==> config.mk <==
export PLATFORM = sky130hd
export DESIGN_NAME = i2c_master_arbiter_flat
export DESIGN_NICKNAME = d
export VERILOG_FILES = /design/src/rtl/i2c_arb_pkg.sv /design/src/rtl/i2c_master_arbiter_if.sv /design/src/rtl/i2c_rr_pick.sv /design/src/rtl/i2c_master_arbiter.sv /design/src/flat_wrapper.sv
export SDC_FILE = /design/constraint.sdc
export NUM_CORES = 1
export LEC_CHECK = 0
export ABC_AREA = 0
export CORE_AREA = 3 3 148 150
export DETAILED_ROUTE_END_ITERATION = 8
export DIE_AREA = 0 0 151 153
export PLACE_DENSITY_LB_ADDON = 0.25
export SKIP_CTS_REPAIR_TIMING = 1
export SYNTH_ARGS = -nofsm -noshare
export SYNTH_HDL_FRONTEND = slang
export SYNTH_HIERARCHICAL = 1
export SYNTH_SLANG_ARGS = --single-unit
==> constraint.sdc <==
create_clock -name clk -period 2 [get_ports clk]
set_clock_uncertainty 0.05 [all_clocks]
set_input_delay 0.3 -clock clk [delete_from_list [all_inputs] [get_ports clk]]
set_output_delay 0.3 -clock clk [all_outputs]
set_load 0.1 [all_outputs]
==> src/rtl/i2c_arb_pkg.sv <==
// i2c_arb_pkg: shared types and constants for the i2c_master round-robin arbiter.
// DRAIN exists only when I2C_ARB_TIMEOUT_EN is defined.
package i2c_arb_pkg;
`ifdef I2C_ARB_TIMEOUT_EN
    typedef enum logic [2:0] {IDLE, ISSUE, WAIT_DONE, RESP, DRAIN} arb_state_t;
`else
    typedef enum logic [2:0] {IDLE, ISSUE, WAIT_DONE, RESP} arb_state_t;
`endif
    localparam logic [6:0] STATUS_TIMEOUT = 7'h7F;
    function automatic int ptr_width(input int n);
        return (n > 1) ? $clog2(n) : 1;
    endfunction
endpackage

==> src/rtl/i2c_master_arbiter_if.sv <==
// i2c_master_arbiter_if: transaction/result bundle between the arbiter (master) and the shared i2c_master (slave).
interface i2c_master_arbiter_if #(
    parameter int NUM_ADDR_BYTES = 2,
    parameter int NUM_DATA_BYTES = 4
);
    logic [6:0]                  chip_addr;
    logic [NUM_ADDR_BYTES*8-1:0] reg_addr;
    logic [NUM_DATA_BYTES*8-1:0] datai;
    logic                        write_mode;
    logic                        we;
    logic                        re;
    logic                        done;
    logic                        busy;
    logic [6:0]                  status;
    logic [NUM_DATA_BYTES*8-1:0] datao;
    modport master (output chip_addr, reg_addr, datai, write_mode, we, re, input done, busy, status, datao);
    modport slave  (input chip_addr, reg_addr, datai, write_mode, we, re, output done, busy, status, datao);
endinterface

==> src/rtl/i2c_rr_pick.sv <==
// i2c_rr_pick: combinational round-robin picker, first request at or after ptr, wrapping modulo N.
module i2c_rr_pick
    import i2c_arb_pkg::*;
#(
    parameter int N = 4,
    localparam int W = ptr_width(N)
) (
    input  logic [N-1:0] req,
    input  logic [W-1:0] ptr,
    output logic [W-1:0] idx,
    output logic         valid
);
    always_comb begin
        idx = '0;
        valid = 1'b0;
        for (int k = N - 1; k >= 0; k--) begin
            if (req[(int'(ptr) + k) % N]) begin
                idx = W'((int'(ptr) + k) % N);
                valid = 1'b1;
            end
        end
    end
endmodule

==> src/rtl/i2c_master_arbiter.sv <==
// i2c_master_arbiter: shares one i2c_master among NUM_REQ requesters with round-robin grants.
// Define I2C_ARB_TIMEOUT_EN to bound WAIT_DONE by TIMEOUT_CYCLES and add the DRAIN recovery state.
module i2c_master_arbiter
    import i2c_arb_pkg::*;
#(
    parameter int NUM_REQ = 4,
    parameter int NUM_ADDR_BYTES = 2,
    parameter int NUM_DATA_BYTES = 4,
    parameter int TIMEOUT_CYCLES = 65535,
    localparam int W = ptr_width(NUM_REQ)
) (
    input  logic                                clk,
    input  logic                                reset_n,
    input  logic [NUM_REQ-1:0]                  req_we,
    input  logic [NUM_REQ-1:0]                  req_re,
    input  logic [NUM_REQ-1:0]                  req_write_mode,
    input  logic [NUM_REQ*7-1:0]                req_chip_addr,
    input  logic [NUM_REQ*NUM_ADDR_BYTES*8-1:0] req_reg_addr,
    input  logic [NUM_REQ*NUM_DATA_BYTES*8-1:0] req_datai,
    output logic [NUM_REQ-1:0]                  rsp_done,
    output logic [NUM_DATA_BYTES*8-1:0]         rsp_datao,
    output logic [6:0]                          rsp_status,
    output logic                                rsp_timeout,
    output logic [W-1:0]                        grant_id,
    output logic                                arb_busy,
    i2c_master_arbiter_if.master                m
);
    localparam int AW = NUM_ADDR_BYTES * 8;
    localparam int DW = NUM_DATA_BYTES * 8;

    if (NUM_REQ < 2 || NUM_REQ > 8 || TIMEOUT_CYCLES < 2) begin : g_bad_cfg
        $error("i2c_master_arbiter: NUM_REQ must be 2..8 and TIMEOUT_CYCLES at least 2");
    end

    arb_state_t    state, state_n;
    logic [W-1:0]  ptr, pick_idx;
    logic          pick_valid, timeout_hit;
    logic [6:0]    chip_a [NUM_REQ];
    logic [AW-1:0] reg_a  [NUM_REQ];
    logic [DW-1:0] data_a [NUM_REQ];

    for (genvar i = 0; i < NUM_REQ; i++) begin : g_unpack
        assign chip_a[i] = req_chip_addr[7*i +: 7];
        assign reg_a[i]  = req_reg_addr[AW*i +: AW];
        assign data_a[i] = req_datai[DW*i +: DW];
    end

    i2c_rr_pick #(.N(NUM_REQ)) u_pick (
        .req   (req_we | req_re),
        .ptr   (ptr),
        .idx   (pick_idx),
        .valid (pick_valid)
    );

`ifdef I2C_ARB_TIMEOUT_EN
    logic [31:0] cnt;
    always_ff @(posedge clk) cnt <= (!reset_n || state != WAIT_DONE) ? '0 : cnt + 32'd1;
    assign timeout_hit = (state == WAIT_DONE) && (cnt == 32'(TIMEOUT_CYCLES - 1));
`else
    assign timeout_hit = 1'b0;
    assign rsp_timeout = 1'b0;
`endif

    assign arb_busy = (state != IDLE);

    always_ff @(posedge clk) state <= reset_n ? state_n : IDLE;

    always_comb begin
        state_n = state;
        case (state)
            IDLE:      state_n = (pick_valid && !m.busy) ? ISSUE : IDLE;
            ISSUE:     state_n = WAIT_DONE;
            WAIT_DONE: state_n = (m.done || timeout_hit) ? RESP : WAIT_DONE;
`ifdef I2C_ARB_TIMEOUT_EN
            RESP:      state_n = rsp_timeout ? DRAIN : IDLE;
            DRAIN:     state_n = (m.busy || m.done) ? DRAIN : IDLE;
`else
            RESP:      state_n = IDLE;
`endif
            default:   state_n = IDLE;
        endcase
    end

    // Fields are latched at grant so they stay stable even if the requester drops early.
    always_ff @(posedge clk) begin
        if (!reset_n) begin
            ptr          <= '0;
            grant_id     <= '0;
            rsp_done     <= '0;
            rsp_datao    <= '0;
            rsp_status   <= '0;
            m.chip_addr  <= '0;
            m.reg_addr   <= '0;
            m.datai      <= '0;
            m.write_mode <= 1'b0;
            m.we         <= 1'b0;
            m.re         <= 1'b0;
`ifdef I2C_ARB_TIMEOUT_EN
            rsp_timeout  <= 1'b0;
`endif
        end else begin
            m.we     <= 1'b0;
            m.re     <= 1'b0;
            rsp_done <= '0;
`ifdef I2C_ARB_TIMEOUT_EN
            rsp_timeout <= 1'b0;
`endif
            if (state == IDLE && state_n == ISSUE) begin
                grant_id     <= pick_idx;
                m.chip_addr  <= chip_a[pick_idx];
                m.reg_addr   <= reg_a[pick_idx];
                m.datai      <= data_a[pick_idx];
                m.write_mode <= req_write_mode[pick_idx];
                m.we         <= req_we[pick_idx];
                m.re         <= req_re[pick_idx] & ~req_we[pick_idx];
            end
            if (state == WAIT_DONE && state_n == RESP) begin
                rsp_done[grant_id] <= 1'b1;
                rsp_datao          <= m.done ? m.datao : '0;
                rsp_status         <= m.done ? m.status : STATUS_TIMEOUT;
`ifdef I2C_ARB_TIMEOUT_EN
                rsp_timeout        <= ~m.done;
`endif
            end
            if (state == RESP)
                ptr <= (int'(grant_id) == NUM_REQ - 1) ? '0 : grant_id + 1'b1;
        end
    end
endmodule

==> src/flat_wrapper.sv <==
// flat-port wrapper written by rule: the top's interface ports become plain ports
module i2c_master_arbiter_flat import i2c_arb_pkg::*;
#(
    parameter int NUM_REQ = 4,
    parameter int NUM_ADDR_BYTES = 2,
    parameter int NUM_DATA_BYTES = 4,
    parameter int TIMEOUT_CYCLES = 65535,
    localparam int W = ptr_width(NUM_REQ)
)
  (clk, reset_n, req_we, req_re, req_write_mode, req_chip_addr, req_reg_addr, req_datai, rsp_done, rsp_datao, rsp_status, rsp_timeout, grant_id, arb_busy, m_chip_addr, m_reg_addr, m_datai, m_write_mode, m_we, m_re, m_done, m_busy, m_status, m_datao);
  i2c_master_arbiter_if #(.NUM_ADDR_BYTES(NUM_ADDR_BYTES), .NUM_DATA_BYTES(NUM_DATA_BYTES)) m_i ();
  input  logic clk;
  input  logic reset_n;
  input  logic [NUM_REQ-1:0] req_we;
  input  logic [NUM_REQ-1:0] req_re;
  input  logic [NUM_REQ-1:0] req_write_mode;
  input  logic [NUM_REQ*7-1:0] req_chip_addr;
  input  logic [NUM_REQ*NUM_ADDR_BYTES*8-1:0] req_reg_addr;
  input  logic [NUM_REQ*NUM_DATA_BYTES*8-1:0] req_datai;
  output logic [NUM_REQ-1:0] rsp_done;
  output logic [NUM_DATA_BYTES*8-1:0] rsp_datao;
  output logic [6:0] rsp_status;
  output logic rsp_timeout;
  output logic [W-1:0] grant_id;
  output logic arb_busy;
  output wire logic [$bits(m_i.chip_addr)-1:0] m_chip_addr;
  output wire logic [$bits(m_i.reg_addr)-1:0] m_reg_addr;
  output wire logic [$bits(m_i.datai)-1:0] m_datai;
  output wire logic [$bits(m_i.write_mode)-1:0] m_write_mode;
  output wire logic [$bits(m_i.we)-1:0] m_we;
  output wire logic [$bits(m_i.re)-1:0] m_re;
  input wire logic [$bits(m_i.done)-1:0] m_done;
  input wire logic [$bits(m_i.busy)-1:0] m_busy;
  input wire logic [$bits(m_i.status)-1:0] m_status;
  input wire logic [$bits(m_i.datao)-1:0] m_datao;
  assign m_chip_addr = m_i.chip_addr;
  assign m_reg_addr = m_i.reg_addr;
  assign m_datai = m_i.datai;
  assign m_write_mode = m_i.write_mode;
  assign m_we = m_i.we;
  assign m_re = m_i.re;
  assign m_i.done = m_done;
  assign m_i.busy = m_busy;
  assign m_i.status = m_status;
  assign m_i.datao = m_datao;
  i2c_master_arbiter #(.NUM_REQ(NUM_REQ), .NUM_ADDR_BYTES(NUM_ADDR_BYTES), .NUM_DATA_BYTES(NUM_DATA_BYTES), .TIMEOUT_CYCLES(TIMEOUT_CYCLES)) u_core (.clk(clk), .reset_n(reset_n), .req_we(req_we), .req_re(req_re), .req_write_mode(req_write_mode), .req_chip_addr(req_chip_addr), .req_reg_addr(req_reg_addr), .req_datai(req_datai), .rsp_done(rsp_done), .rsp_datao(rsp_datao), .rsp_status(rsp_status), .rsp_timeout(rsp_timeout), .grant_id(grant_id), .arb_busy(arb_busy), .m(m_i));
endmodule
==> summary.md, run 1 <==
| Metric | Value |
|---|---|
| Final min period | 2240 ps |
| Share of post-route cells with drive strength above 1 | 29.3% |
| Sw frac | 46.4% |
| Pre-CTS WS | -761 ps |
| Unrepaired setup endpoints after global routing | true |
| Largest net degree at the start of global routing | 126 |
| Fin. Hold Viols | 0 |
| CP startpoint | u_core/ptr[1] |
| Sequential-to-total area share from yosys stat | 33.6% |
| Final core occ | 54.0% |
| Synth async-reset ratio | 0% |
| Total CTS buffers | 9 |
| Final nets | 1287 |
| Post-Syn Instances | 642 |
| CTS Buffer Depth | 2 |
| Max Clock Freq | 446 MHz |
| Failing checks | negative setup slack |
| Flop2flop setup slack | -240 ps |
| FP Rows | 53 |
| First-pass detailed-route iteration total | 5 |
| Clk slew on worst S/H paths | 80 ps |
| DR vias | 7066 |
| Die X | 151 um |
| Top_reg_cell synth | dfxtp_1 |
| P_leak | 4.23 nW |
| Crit path launch type | flop |
| Kind of critical path | flop to flop |
| Vias in the first global route | 6796 |
| Min-delay src | reset_n |
| Sequential Power Share | 29.4% |
| Max-capacitance violation count | 0 |
| Fin area | 11200 um2 |
| Crit-path most repeated cell | buf_6 |
| Slew @ Worst Pin | 706 ps |
| Placement-stage cell area | 10400 um2 |
| Maximum fanout along the worst path | 7 |
| Iter 0 DRT Violations | 459 |
| DR WL/cell | 21.0 um |
| CTS tree | yes |
| Slowest stage delay, CP | 530 ps |
| H-tree depth | 3 |
| Worst Path Buf+Inv | 4 |
| Peak supply drop | 0.427 mV |
| Clock power share | 20.4% |
| Status | finished with violations |
| CP cell instances | buf_6, nand2_2, nor2_2, a211oi_4, buf_6, clkbuf_16, buf_6, mux4_2, o2111ai_2, nand3_1 |
| Drt total wl | 27.0 mm |
| Post-synth cell types | 34 |
| Worst path slowest cell | mux4_2 |
| Initial antenna violation count | 1 |
| Setup ws final | -244 ps |
| # fillers | 1882 |
| Core area | 20800 um2 |
| Max-slew violations | 0 |
| #FFs+latches synth | 107 |
| Power Dens Cells | 785 nW/um2 |
| Worst Setup End Kind | flop |
| Yosys warns | 6 |
| NetSw | 0.00409 W |
| FF-to-FF Start | u_core/ptr[1] |
| Die area | 23100 um2 |
| CP top delay family | buffers and inverters |
| Starting Density | 30.6% |
| Setup TNS | -8880 ps |
| Synthesized area | 6380 um2 |
| Logic pwr share | 50.2% |
| Global route overflow | 0 |
| Crit path DAT | 2440 ps |
| First-pass GRT wire length | 38.3 mm |
| EDFF count, synth | 0 |
| Routability Congestion | 0.825 |
| HP Class | primary input to flop |
| Syn-to-layout area delta | 76.3% |
| Final setup fails | 58 |
| Syn nets | 925 |
| Avg Inst Size Synth | 9.94 um2 |
| Die Ht | 153 um |
| Num ports | 380 |
| Final Cycle Share | 112% |
| Clock sinks | 107 |
| Number of buffers added on ports | 378 |
| DRC | 0 |
| Required @ worst endpoint | 2190 ps |
| Clk_lat worst skew | 360 ps |
| Via density | 5.50 |
| Slew HR | 53.0% |
| Power Internal | 0.00473 W |
| Overall Global Routing Usage | 21.0% |
| DPL Wire Length | 19.2 mm |
| DRT antenna net count | 0 |
| Clk root buf | clkbuf_16 |
## power groups by stage
stage | Combinational [W] | Sequential (W) | Clock [W]
after floorplan | 0.00106 | 0.00439 | 0
after global placement | 0.00428 | 0.00263 | 0
after detailed placement | 0.00430 | 0.00263 | 0
after CTS | 0.00430 | 0.00259 | 0.00186
after global routing | 0.00461 | 0.00263 | 0.00192
final | 0.00443 | 0.00259 | 0.00180
## stage by stage
step | hold slack [ps] | std cells | power (W)
2_1_floorplan | 404 | 642 | 0.00545
3_3_place_gp | 393 | 1251 | 0.00691
3_5_place_dp | 399 | 1251 | 0.00693
4_1_cts | 132 | 1267 | 0.00875
5_1_grt | 148 | 1285 | 0.00916
6_report | 148 | 1285 | 0.00883
## cells by family (layout without fill, tap and decap cells)
logic type               count (synthesis)  count (layout)  share of synthesized area, %
other                                    1               2                        0.0588
flip-flops                             107             107                          33.6
buffers and inverters                   94             461                          6.69
adder cells (fa/ha/maj)                  8               8                          1.57
multiplexers                            95              95                          26.3
AO/OA/AOI/OAI                           68              68                          9.59
AND/OR/NAND/NOR                        269             269                          22.2
## synthesized netlist by cell type (all sizes together) (6+ instances only)
library cell | count | share of area [%]
mux4 | 58 | 20
inv | 6 | 0.35
buf | 33 | 3.1
dfxtp | 107 | 34
nand3 | 145 | 11
nand2 | 39 | 2.3
o2111ai | 56 | 7.7
clkbuf | 55 | 3.2
o221a | 7 | 1.2
mux2i | 37 | 5.8
nand4 | 56 | 5.5
ha | 8 | 1.6
## area by class of cell
cell class / count / area, um2 / share of cell area (%)
Timing Repair Buffer: 439 / 4370 / 38.8
Multi-Input combinational cell: 441 / 4070 / 36.2
Sequential cell: 107 / 2150 / 19.1
Clock inverter: 7 / 68.8 / 0.612
Inverter: 6 / 22.5 / 0.200
Tap cell: 275 / 344 / 3.06
Clock buffer: 9 / 225 / 2.00
Antenna cell: 1 / 2.50 / 0.0222
## worst paths after layout
| check | to | cells after the start |
|---|---|---|
| max reg2reg | u_core/m.datai[8] | 10 |
| min | u_core/state[1] | 2 |
| max | u_core/m.datai[8] | 10 |
| min reg2reg | u_core/rsp_datao[6] | 2 |
## metal layers
| layer | up-vias | global-route usage (%) | wire, um |
|---|---|---|---|
| li1 | 3263 | - | - |
| met1 | 3449 | 26.4 | 10500 |
| met2 | 327 | 36.1 | 13800 |
| met3 | 27 | 4.74 | 2240 |
| met4 | 0 | 5.92 | 507 |
| met5 | - | 0 | 0 |
## registers in the layout, summed over array words and instances (netlist names)
register and flops:
u_core/m.chip_addr 7, u_core/m.we 1, u_core/rsp_status 7, u_core/m.re 1, u_core/grant_id 2, u_core/rsp_datao 32
u_core/m.write_mode 1, u_core/m.reg_addr 16, u_core/rsp_done 4, u_core/state 2, u_core/ptr 2, u_core/m.datai 32
## placed cells by master (no fill, tap or decap), drive strengths merged, types with 2 or more instances in the layout
cell           instances
clkdlybuf4s50        267
buf                  161
nand3                145
dfxtp                107
mux4                  58
nand4                 56
o2111ai               56
nand2                 39
mux2i                 37
clkbuf                14
inv                   10
ha                     8
o221a                  7
dlymetal6s2s           6
nor2                   5
or2                    4
and4                   4
and2                   4
nand2b                 3
clkinvlp               2
and3b                  2
nor2b                  2
a211oi                 2
No activity file was read; power rests on OpenSTA's default activity.
==> inputs of run 2 (changes only) <==
--- a/config.mk
+++ b/config.mk
@@ -7,6 +7,7 @@
 export LEC_CHECK = 0
 export ABC_AREA = 0
 export CORE_AREA = 3 3 148 150
+export CTS_CLUSTER_SIZE = 20
 export DETAILED_ROUTE_END_ITERATION = 8
 export DIE_AREA = 0 0 151 153
 export PLACE_DENSITY_LB_ADDON = 0.25
==> results of run 2 <==
Same layout as run 1: the final DEF is identical, and so are final timing and power.
==> inputs of run 3 (changes only) <==
--- a/config.mk
+++ b/config.mk
@@ -6,11 +6,13 @@
 export NUM_CORES = 1
 export LEC_CHECK = 0
 export ABC_AREA = 0
+export ABC_CLOCK_PERIOD_IN_PS = 2000
 export CORE_AREA = 3 3 148 150
 export CTS_CLUSTER_SIZE = 20
 export DETAILED_ROUTE_END_ITERATION = 8
 export DIE_AREA = 0 0 151 153
 export PLACE_DENSITY_LB_ADDON = 0.25
+export RECOVER_POWER = 100
 export SKIP_CTS_REPAIR_TIMING = 1
 export SYNTH_ARGS = -nofsm -noshare
 export SYNTH_HDL_FRONTEND = slang
==> run 3 against run 2 <==
  * Largest cell class unchanged
  * Register-to-register slack about the same
  * Sequential cell count stayed put
  * The run still ends with negative setup slack left
  * Critical path depth did not move
  * Clock-buffer cell count stayed put
==> summary.md, run 3 (synthesis results as in run 1) <==
| Metric | Value |
|---|---|
| Final nets | 1287 |
| CTS Buffer Depth | 2 |
| NetSw | 0.00408 W |
| Power Dens Cells | 789 nW/um2 |
| Hold depth | 2 |
| Global route overflow | 0 |
| Via density | 5.51 |
| Die Ht | 153 um |
| CTS tree | yes |
| Maximum fanout along the worst path | 7 |
| Slowest stage delay, CP | 530 ps |
| Slew HR | 53.1% |
| Most common cell after layout, fill and taps aside | clkdlybuf4s50_1 |
| Pre-CTS WS | -761 ps |
| Total power | 0.00866 W |
| Crit path DAT | 2420 ps |
| Syn-to-layout area delta | 72.1% |
| Peak supply drop | 0.423 mV |
| Sw frac | 47.1% |
| Share of post-route cells with drive strength above 1 | 29.3% |
| Leading registers by flop count | u_core/m.datai: 32 flops, u_core/rsp_datao: 32 flops, u_core/m.reg_addr: 16 flops |
| Clk slew on worst S/H paths | 80 ps |
| Initial antenna violation count | 1 |
| Starting Density | 30.6% |
| Total CTS buffers | 9 |
| Final Cycle Share | 112% |
| Number of buffers added on ports | 378 |
| Core area | 20800 um2 |
| Most frequent cells in the layout | 267 x clkdlybuf4s50_1, 145 x nand3_1, 105 x dfxtp_1 |
| Clock power share | 20.7% |
| Iter 0 DRT Violations | 468 |
| Clk_lat worst skew | 360 ps |
| Clock sinks | 107 |
| Final min period | 2230 ps |
| First-pass GRT wire length | 38.3 mm |
| DR vias | 7083 |
| Sequential Power Share | 29.9% |
| Die X | 151 um |
| P_leak | 4.15 nW |
| Max-capacitance violation count | 0 |
| Final setup fails | 58 |
| DRC | 0 |
| CP cell instances | buf_6, nand2_2, nor2_2, a211oi_4, buf_6, clkbuf_16, buf_6, mux4_2, o2111ai_2, nand3_1 |
| Overall Global Routing Usage | 21.0% |
| DR WL/cell | 21.0 um |
| Kind of critical path | flop to flop |
| DPL Wire Length | 19.2 mm |
| Fin area | 11000 um2 |
| H-tree depth | 3 |
| First-pass detailed-route iteration total | 5 |
| Crit-path most repeated cell | buf_6 |
| Die area | 23100 um2 |
| Slew @ Worst Pin | 703 ps |
| Unrepaired setup endpoints after global routing | true |
| HP Class | primary input to flop |
| Logic pwr share | 49.4% |
| Drt total wl | 27.0 mm |
| Max-slew violations | 0 |
| Fin. Hold Viols | 0 |
| Power Internal | 0.00458 W |
| Clk root buf | clkbuf_16 |
| Largest net degree at the start of global routing | 126 |
| Vias in the first global route | 6796 |
| Max Clock Freq | 448 MHz |
| FP Rows | 53 |
| DRT antenna net count | 0 |
| Worst Setup End Kind | flop |
| Routability Congestion | 0.825 |
| Worst R2R Path Depth | 10 |
| Num ports | 380 |
| Failing checks | negative setup slack |
| Crit path launch type | flop |
| Placement-stage cell area | 10400 um2 |
| Setup ws final | -233 ps |
| Final core occ | 52.7% |
| Required @ worst endpoint | 2190 ps |
| Worst path slowest cell | mux4_2 |
| Status | finished with violations |
run 3: path summary, 6_finish.rpt:
path | from | slack (ps) | end
worst max-delay path | u_core/ptr[1] | -230 | u_core/m.datai[8]
worst min-delay path | reset_n | 150 | u_core/state[1]
worst max register to register | u_core/ptr[1] | -230 | u_core/m.datai[8]
worst min register to register | u_core/rsp_datao[28] | 410 | u_core/rsp_datao[28]
run 3: power by group through the flow:
stage	clock network, W	registers [W]	logic [W]
global route	0.00192	0.00262	0.00445
CTS	0.00186	0.00259	0.00430
finish	0.00180	0.00259	0.00428
floorplan	0	0.00439	0.00106
global placement	0	0.00263	0.00428
detailed placement	0	0.00263	0.00430
run 3: per-stage QoR:
step           hold WS (ps)  cells  setup TNS (ps)
6_report                148   1285           -8560
5_1_grt                 148   1285          -12990
4_1_cts                 132   1267          -25280
3_5_place_dp            399   1251          -65960
3_3_place_gp            393   1251          -64250
2_1_floorplan           404    642           -3520
run 3: cell type report:
cell class	instances	area (um2)
fillers	1954	9850
repair buffers	439	4100
multi-input cells	441	4070
flip-flops and latches	107	2150
well taps	275	344
clock buffers	9	225
clock inverters	7	68.8
inverters	6	22.5
diodes	1	2.50
run 3: routing by layer:
layer / up-vias / part of all wire, % / GRT usage [%]
met4: 0 / 1.8 / 5.92
met2: 359 / 51 / 36.1
met1: 3423 / 39 / 26.4
met5: - / 0 / 0
li1: 3269 / - / -
met3: 32 / 8.9 / 4.74
run 3: worst max-delay path: cells and delay by family, from the launching register on:
family | cells | cell delay (ps)
and+or+nand+nor | 3 | 200
muxes | 1 | 530
buffers and inverters | 4 | 520
DFF | 1 | 380
AOI/OAI and AO/OA | 2 | 430
